==> config.mk <==
export PLATFORM = sky130hd
export DESIGN_NAME = lockin_demod
export DESIGN_NICKNAME = d
export VERILOG_FILES = /design/src/rtl/lockin_pkg.sv /design/src/rtl/lockin_mac.sv /design/src/rtl/lockin_demod.sv
export SDC_FILE = /design/constraint.sdc
export NUM_CORES = 2
export LEC_CHECK = 0
export CAP_MARGIN = 40
export CORE_MARGIN = 3
export CORE_UTILIZATION = 60
export DETAILED_ROUTE_END_ITERATION = 8
export MAX_ROUTING_LAYER = met4
export PLACE_DENSITY = 0.78
export SLEW_MARGIN = 40
export SYNTH_ARGS = -nofsm -noshare
export SYNTH_HDL_FRONTEND = slang
export SYNTH_SLANG_ARGS = --single-unit
==> constraint.sdc <==
create_clock -name clk -period 4.3 [get_ports clk]
set_input_delay 0.86 -clock clk [delete_from_list [all_inputs] [get_ports clk]]
set_output_delay 0.86 -clock clk [all_outputs]
set_load 0.01 [all_outputs]
==> src/rtl/lockin_pkg.sv <==
// Shared definitions for the lock-in demodulator: FSM states, default widths, saturation limits.
package lockin_pkg;

  localparam int unsigned DEF_CH    = 2;
  localparam int unsigned DEF_DW    = 16;
  localparam int unsigned DEF_RW    = 16;
  localparam int unsigned DEF_NW    = 16;
  localparam int unsigned DEF_ACCW  = 48;
  localparam int unsigned DEF_SHIFT = 17;

  localparam logic [DEF_DW-1:0] SAT_MAX = {1'b0, {(DEF_DW-1){1'b1}}};
  localparam logic [DEF_DW-1:0] SAT_MIN = {1'b1, {(DEF_DW-1){1'b0}}};

  typedef enum logic {
    IDLE = 1'b0,
    RUN  = 1'b1
  } state_t;

endpackage

==> src/rtl/lockin_mac.sv <==
// One channel/path of the lock-in: registered product, boxcar accumulate, dump with scaling.
// LOCKIN_OUT_SAT_EN selects clamping of the scaled result instead of plain truncation.
module lockin_mac
  import lockin_pkg::*;
#(
  parameter int unsigned DW    = DEF_DW,
  parameter int unsigned RW    = DEF_RW,
  parameter int unsigned ACCW  = DEF_ACCW,
  parameter int unsigned SHIFT = DEF_SHIFT
) (
  input  logic                 clk,
  input  logic                 rst,
  input  logic                 accept,
  input  logic                 flush,
  input  logic                 step,
  input  logic                 last,
  input  logic signed [DW-1:0] a,
  input  logic signed [RW-1:0] b,
  output logic        [DW-1:0] res,
  output logic                 sat_c
);

  localparam int unsigned PW = DW + RW;

  logic signed [PW-1:0]   prod_q;
  logic signed [ACCW-1:0] acc_q;
  logic signed [ACCW-1:0] sum_c;
  logic        [DW-1:0]   scaled_c;

  assign sum_c = acc_q + ACCW'(prod_q);

  // Scale the window total; optionally clamp when the upper bits are not a pure sign extension.
  always_comb begin
    scaled_c = sum_c[SHIFT +: DW];
    sat_c    = 1'b0;
`ifdef LOCKIN_OUT_SAT_EN
    if (!((&sum_c[ACCW-1:SHIFT+DW-1]) || !(|sum_c[ACCW-1:SHIFT+DW-1]))) begin
      sat_c    = 1'b1;
      scaled_c = sum_c[ACCW-1] ? {1'b1, {(DW-1){1'b0}}} : {1'b0, {(DW-1){1'b1}}};
    end
`endif
  end

  always_ff @(posedge clk or negedge rst) begin
    if (!rst) begin
      prod_q <= '0;
      acc_q  <= '0;
      res    <= '0;
    end else if (flush) begin
      prod_q <= '0;
      acc_q  <= '0;
    end else begin
      if (accept) prod_q <= PW'(a) * PW'(b);
      if (step) begin
        acc_q <= last ? '0 : sum_c;
        if (last) res <= scaled_c;
      end
    end
  end

endmodule

==> src/rtl/lockin_demod.sv <==
// Multi-channel I/Q lock-in demodulator: shared window control around 2*CH MAC lanes.
// Build with LOCKIN_OUT_SAT_EN to saturate results and report ovf.
module lockin_demod
  import lockin_pkg::*;
#(
  parameter int unsigned CH    = DEF_CH,
  parameter int unsigned DW    = DEF_DW,
  parameter int unsigned RW    = DEF_RW,
  parameter int unsigned NW    = DEF_NW,
  parameter int unsigned ACCW  = DEF_ACCW,
  parameter int unsigned SHIFT = DEF_SHIFT
) (
  input  logic             clk,
  input  logic             rst,
  input  logic             enable,
  input  logic [NW-1:0]    window_len,
  input  logic             sample_valid,
  input  logic [CH*DW-1:0] sample,
  input  logic [RW-1:0]    ref_cos,
  input  logic [RW-1:0]    ref_sin,
  output logic             out_valid,
  output logic [CH*DW-1:0] out_i,
  output logic [CH*DW-1:0] out_q,
  output logic             busy,
  output logic             ovf
);

  if (ACCW < DW + RW + NW) begin : g_accw_chk
    $error("lockin_demod: ACCW must be at least DW+RW+NW");
  end

  state_t        state_q;
  logic [NW-1:0] len_q;
  logic [NW-1:0] cnt_q;
  logic          s1_valid_q;
  logic          s1_last_q;
  logic [NW-1:0] len_next_c;
  logic          last_c;
  logic          accept_c;
  logic          flush_c;
  logic          dump_c;
  logic [2*CH-1:0] sat_c;

  assign len_next_c = (window_len == '0) ? NW'(1) : window_len;
  assign last_c     = (cnt_q == len_q - NW'(1));
  assign accept_c   = (state_q == RUN) && enable && sample_valid;
  // Anything not running (or stopping this edge) discards partial sums and in-flight products.
  assign flush_c    = (state_q != RUN) || !enable;
  assign dump_c     = s1_valid_q && s1_last_q && !flush_c;

  always_ff @(posedge clk or negedge rst) begin
    if (!rst) begin
      state_q    <= IDLE;
      busy       <= 1'b0;
      len_q      <= NW'(1);
      cnt_q      <= '0;
      s1_valid_q <= 1'b0;
      s1_last_q  <= 1'b0;
      out_valid  <= 1'b0;
      ovf        <= 1'b0;
    end else begin
      s1_valid_q <= accept_c;
      s1_last_q  <= accept_c && last_c;
      out_valid  <= dump_c;
      if (dump_c && (|sat_c)) ovf <= 1'b1;
      case (state_q)
        IDLE: begin
          if (enable) begin
            state_q <= RUN;
            busy    <= 1'b1;
            len_q   <= len_next_c;
            cnt_q   <= '0;
            ovf     <= 1'b0;
          end
        end
        RUN: begin
          if (!enable) begin
            state_q <= IDLE;
            busy    <= 1'b0;
            cnt_q   <= '0;
          end else if (sample_valid) begin
            if (last_c) begin
              cnt_q <= '0;
              len_q <= len_next_c;
            end else begin
              cnt_q <= cnt_q + NW'(1);
            end
          end
        end
        default: begin
          state_q <= IDLE;
          busy    <= 1'b0;
        end
      endcase
    end
  end

  for (genvar k = 0; k < CH; k++) begin : g_ch
    lockin_mac #(.DW(DW), .RW(RW), .ACCW(ACCW), .SHIFT(SHIFT)) u_mac_i (
      .clk    (clk),
      .rst    (rst),
      .accept (accept_c),
      .flush  (flush_c),
      .step   (s1_valid_q),
      .last   (s1_last_q),
      .a      (sample[k*DW +: DW]),
      .b      (ref_cos),
      .res    (out_i[k*DW +: DW]),
      .sat_c  (sat_c[2*k])
    );
    lockin_mac #(.DW(DW), .RW(RW), .ACCW(ACCW), .SHIFT(SHIFT)) u_mac_q (
      .clk    (clk),
      .rst    (rst),
      .accept (accept_c),
      .flush  (flush_c),
      .step   (s1_valid_q),
      .last   (s1_last_q),
      .a      (sample[k*DW +: DW]),
      .b      (ref_sin),
      .res    (out_q[k*DW +: DW]),
      .sat_c  (sat_c[2*k+1])
    );
  end

endmodule

==> results.md <==
- The detailed-routing iteration count for the pre-antenna-repair pass is 6.
- The setup-violating endpoint count in the final report is 102.
- The count of hold-fix buffers inserted at cts is 0.
- In this run the tightest slew margin relative to its limit is 0.437.
- In the routed design, unresolved DRC markers number 0.
- In this run the core area contains 114 standard-cell rows.
- The CTS buffer count is 39.
- Setup repair after global routing could not meet its margin everywhere.
- Dividing the detail-routed wire length by the instance count gives 21.5 um.
- The final weighted congestion of routability-driven global placement is 0.974.
- The flow ran to the end, but the final reports show violations.
- At the pin with the least slew margin, the transition time is approximately 840 ps.
- STA classifies the critical path endpoint as a flop.
- The initial antenna violation count came to 3.
- The ratio of cells with drive above 1 in the final layout is 0.244.
- The synthesized net count is 8066.
- Dividing the final minimum period by the clock period gives 1.49.
- The most used flip-flop cell after synthesis is dfrtp_1.
- The largest net degree at the start of global routing is 102.
- The detail route stage leaves a number of antenna-violating nets equal to 0.
- The worst setup path is of the in2reg kind.
- The dominant cell type by area after synthesis is fa_1.
- The layout-stage area growth over the synthesis result is 26.6%.
- The overall die area is a little over 100000 sq um.
- The tightest min-delay check is of the in2async type.
- The final wirelength is 185000 um.
- The floorplan die width is 320 um.
- The type of element launching the critical path is an input pin.
- The synthesized design contains 0 enable-type register cells.
- The checks that failed: negative setup slack.
- Clock-pin slew was measured on the worst setup and hold paths at 60 ps.
- The number of clock sinks is 361.
- At the worst endpoint, the required time is 4730 ps.
- After technology mapping, the gate count stands at 6469.
- The final-report max-slew violation count is 0.
- The CTS tree is built.
- The layout net count is around 8900.
- The initial utilization of the core area, before any placement, comes to 0.609.
- Based on the critical path, the design can be clocked at up to 156 MHz.
- In this run the cell area of the synthesized design comes to 59300 sq um.
- The core box area is between 90000 and 100000 sq um.
- In this run, distinct cell masters in the synthesized netlist total 86.
- The share of the Yosys chip area taken by registers is 0.152.
- For the final database, setup skew stands at 36.1 ps.
- Of the post-synthesis cell area, the dominant cell type holds 0.355.
- Of all nets on the critical path, the largest fanout is 7.
- The detailed placer's ending HPWL is ~140000 um.
- The detailed-route vias per instance is ~5.8.
- Across all setup checks in the final design, the least slack found is -2110 ps.
- In the post-synthesis netlist, the biggest area contributors are fa_1 (36%), dfrtp_1 (15%), ha_1 (9.7%).
- The number of global-route vias before repair is 53600.
- The count of pins on the block boundary is 151.
- For this run the aggregate overflow at the end of global routing stands at 0.
- The number of input and output port buffers inserted is 149.
- The maximum buffer depth of the clock tree is 3.
- CTS placed an instance of clkbuf_16 at the clock tree root.
- The initial DRC count is 3721.
- The clock insertion delay at the later pin of the skew report is 590 ps.
- Counting I/O delays and the setup requirement, the final critical path takes 6410 ps.
- The hold violation count in the final report came to 0.
- After synthesis the netlist holds a flip-flop and latch count of 361.
- In the synthesized netlist the async set-or-reset flop fraction comes to 1.00.
- At the worst endpoint, the arrival time is 6840 ps.
- The die boundary height is 320 um.
- The H-tree depth is 2.
- Max-cap violations in this run came to 0.
- The minimum hold slack is 213 ps.
- In the global route stage, overall resource usage came out at 0.353.
- The routed layout has 50300 vias.
- The synthesized area per cell is a little over 9 sq um.
- The Yosys step of the flow raised 0 warnings.
- The global-route wire length before repair is 278000 um.
-- flip-flops by register name (all words and copies together) (netlist names) --
register / cells
len_q: 16
busy: 1
out_valid: 1
cnt_q: 16
g_ch.u_mac_i.acc_q: 66
g_ch.u_mac_q.prod_q: 64
g_ch.u_mac_i.prod_q: 64
g_ch.u_mac_q.res: 32
g_ch.u_mac_q.acc_q: 66
state_q: 1
g_ch.u_mac_i.res: 32
s1_valid_q: 1
s1_last_q: 1
-- per-layer routing --
layer | track usage | share of wire | up-vias | routed length [um]
li1 | - | - | 21800 | -
met1 | 0.397 | 0.34 | 25400 | 63500
met2 | 0.601 | 0.50 | 2188 | 92500
met3 | 0.0496 | 0.070 | 909 | 13000
met4 | 0.213 | 0.087 | 0 | 16000
met5 | - | 0 | - | 0
-- logic make-up after synthesis --
group	share of synthesized area
flops	0.152
simple gates	0.150
buf+inv	0.0936
other cells	0.0000632
xor+xnor	0.0393
compound gates	0.102
fa+ha+maj	0.452
mux	0.0113
-- area by class of cell --
| cell class | instances | area, sq um |
|---|---|---|
| inverters | 1190 | 4470 |
| fillers | 6042 | 22300 |
| clock buffers | 56 | 1110 |
| diodes | 4 | 10.0 |
| well taps | 1276 | 1600 |
| clock inverters | 15 | 219 |
| repair buffers | 1061 | 10500 |
| multi-input cells | 4638 | 48200 |
| flip-flops and latches | 361 | 9030 |
-- path summary, 6_finish.rpt --
path / start / slack (ps) / endpoint / depth (start not counted)
min reg2reg: g_ch[0].u_mac_q.res[10]$_DFFE_PN0P_ / 470 / g_ch[0].u_mac_q.res[10]$_DFFE_PN0P_ / 2
max in group asynchronous: rst / 2980 / g_ch[0].u_mac_i.acc_q[28]$_DFFE_PN0P_ / 3
min in group clk: g_ch[0].u_mac_q.res[10]$_DFFE_PN0P_ / 470 / g_ch[0].u_mac_q.res[10]$_DFFE_PN0P_ / 2
min: rst / 210 / g_ch[1].u_mac_i.res[3]$_DFFE_PN0P_ / 1
max reg2reg: g_ch[0].u_mac_q.acc_q[0]$_DFFE_PN0P_ / 620 / g_ch[0].u_mac_q.acc_q[32]$_DFFE_PN0P_ / 12
max: ref_sin[5] / -2110 / g_ch[1].u_mac_q.prod_q[24]$_DFFE_PN0P_ / 26
-- critical path, cell delays in order --
cell and delay (ps):
buf_12 120, buf_12 120, buf_12 130, and2_4 160, fa_1 720, inv_1 90, fa_1 490, fa_1 530
inv_2 50, fa_1 510, fa_1 580, inv_2 40, fa_1 490, inv_2 50, ha_4 210, buf_6 130
nand3_4 90, nor2_4 40, nand2_1 50, and3b_2 240, o41ai_4 450, buf_4 190, a21oi_4 50, a21oi_2 160
xor2_1 160, o21ai_1 80
-- through the flow --
stage	utilization	instances	worst slack (ps)	instance area, sq um	TNS [ps]
finish	0.771	8601	-2110	75100	-156480
detailed placement	0.703	8296	-3170	68500	-258790
global placement	0.703	8296	-3060	68500	-250220
floorplan	-	6469	-2010	61400	-122900
global route	0.771	8600	-2220	75100	-167180
CTS	0.745	8510	-2060	72600	-147810
-- cells in the mapped netlist (all sizes together), types with 6 or more instances --
library cell and count:
a2111oi 14, a211o 12, a211oi 28, a21boi 7
a21o 125, a21oi 216, a22o 48, a31o 8
a31oi 32, a32o 7, and2 506, and3 36
buf 21, clkbuf 259, dfrtp 360, fa 1052
ha 461, inv 1189, mux2 17, mux2i 48
nand2 815, nand2b 49, nand3 42, nand3b 8
nand4 25, nor2 247, nor2b 21, nor3 35
nor4 13, o2111ai 9, o211ai 19, o21a 29
o21ai 297, o21bai 18, o31ai 24, o41ai 6
or2 13, or3 11, xnor2 176, xor2 90
-- repair_timing --
action                                  4_1_cts  5_1_grt
endpoints found under the setup margin      108      105
buffers inserted                            128      110
pin swaps                                   257      403
hold endpoints to repair                      0        0
gates cloned                                 16       11
gates resized for setup                     622      510
-- placed cells by master (no fill, tap or decap), types with 27 or more instances in the layout --
| cell type | netlist | routed |
|---|---|---|
| buf_4 | 1 | 653 |
| fa_1 | 1052 | 966 |
| and2_4 | 0 | 117 |
| and3_1 | 36 | 27 |
| o21ai_0 | 277 | 203 |
| dfrtp_1 | 360 | 360 |
| nor2_1 | 244 | 221 |
| buf_6 | 3 | 140 |
| nand2_1 | 815 | 758 |
| and2_1 | 506 | 389 |
| inv_1 | 1187 | 1070 |
| mux2i_1 | 48 | 48 |
| o21ai_1 | 20 | 62 |
| nand2b_1 | 49 | 44 |
| ha_1 | 461 | 379 |
| ha_4 | 0 | 63 |
| a21o_1 | 125 | 125 |
| a22o_1 | 48 | 48 |
| buf_12 | 0 | 81 |
| xor2_1 | 90 | 77 |
| clkbuf_16 | 0 | 50 |
| buf_8 | 0 | 37 |
| a21oi_2 | 0 | 45 |
| fa_2 | 0 | 86 |
| nand3_1 | 42 | 37 |
| nand2_2 | 0 | 36 |
| o21a_1 | 29 | 28 |
| xnor2_1 | 176 | 142 |
| nor3_1 | 34 | 31 |
| a21oi_1 | 216 | 159 |
| inv_2 | 2 | 117 |
| clkdlybuf4s50_1 | 0 | 85 |
Power is left out: the tool's default activity adds up to more than one toggle a clock period on the data nets, which glitch-free logic cannot reach.
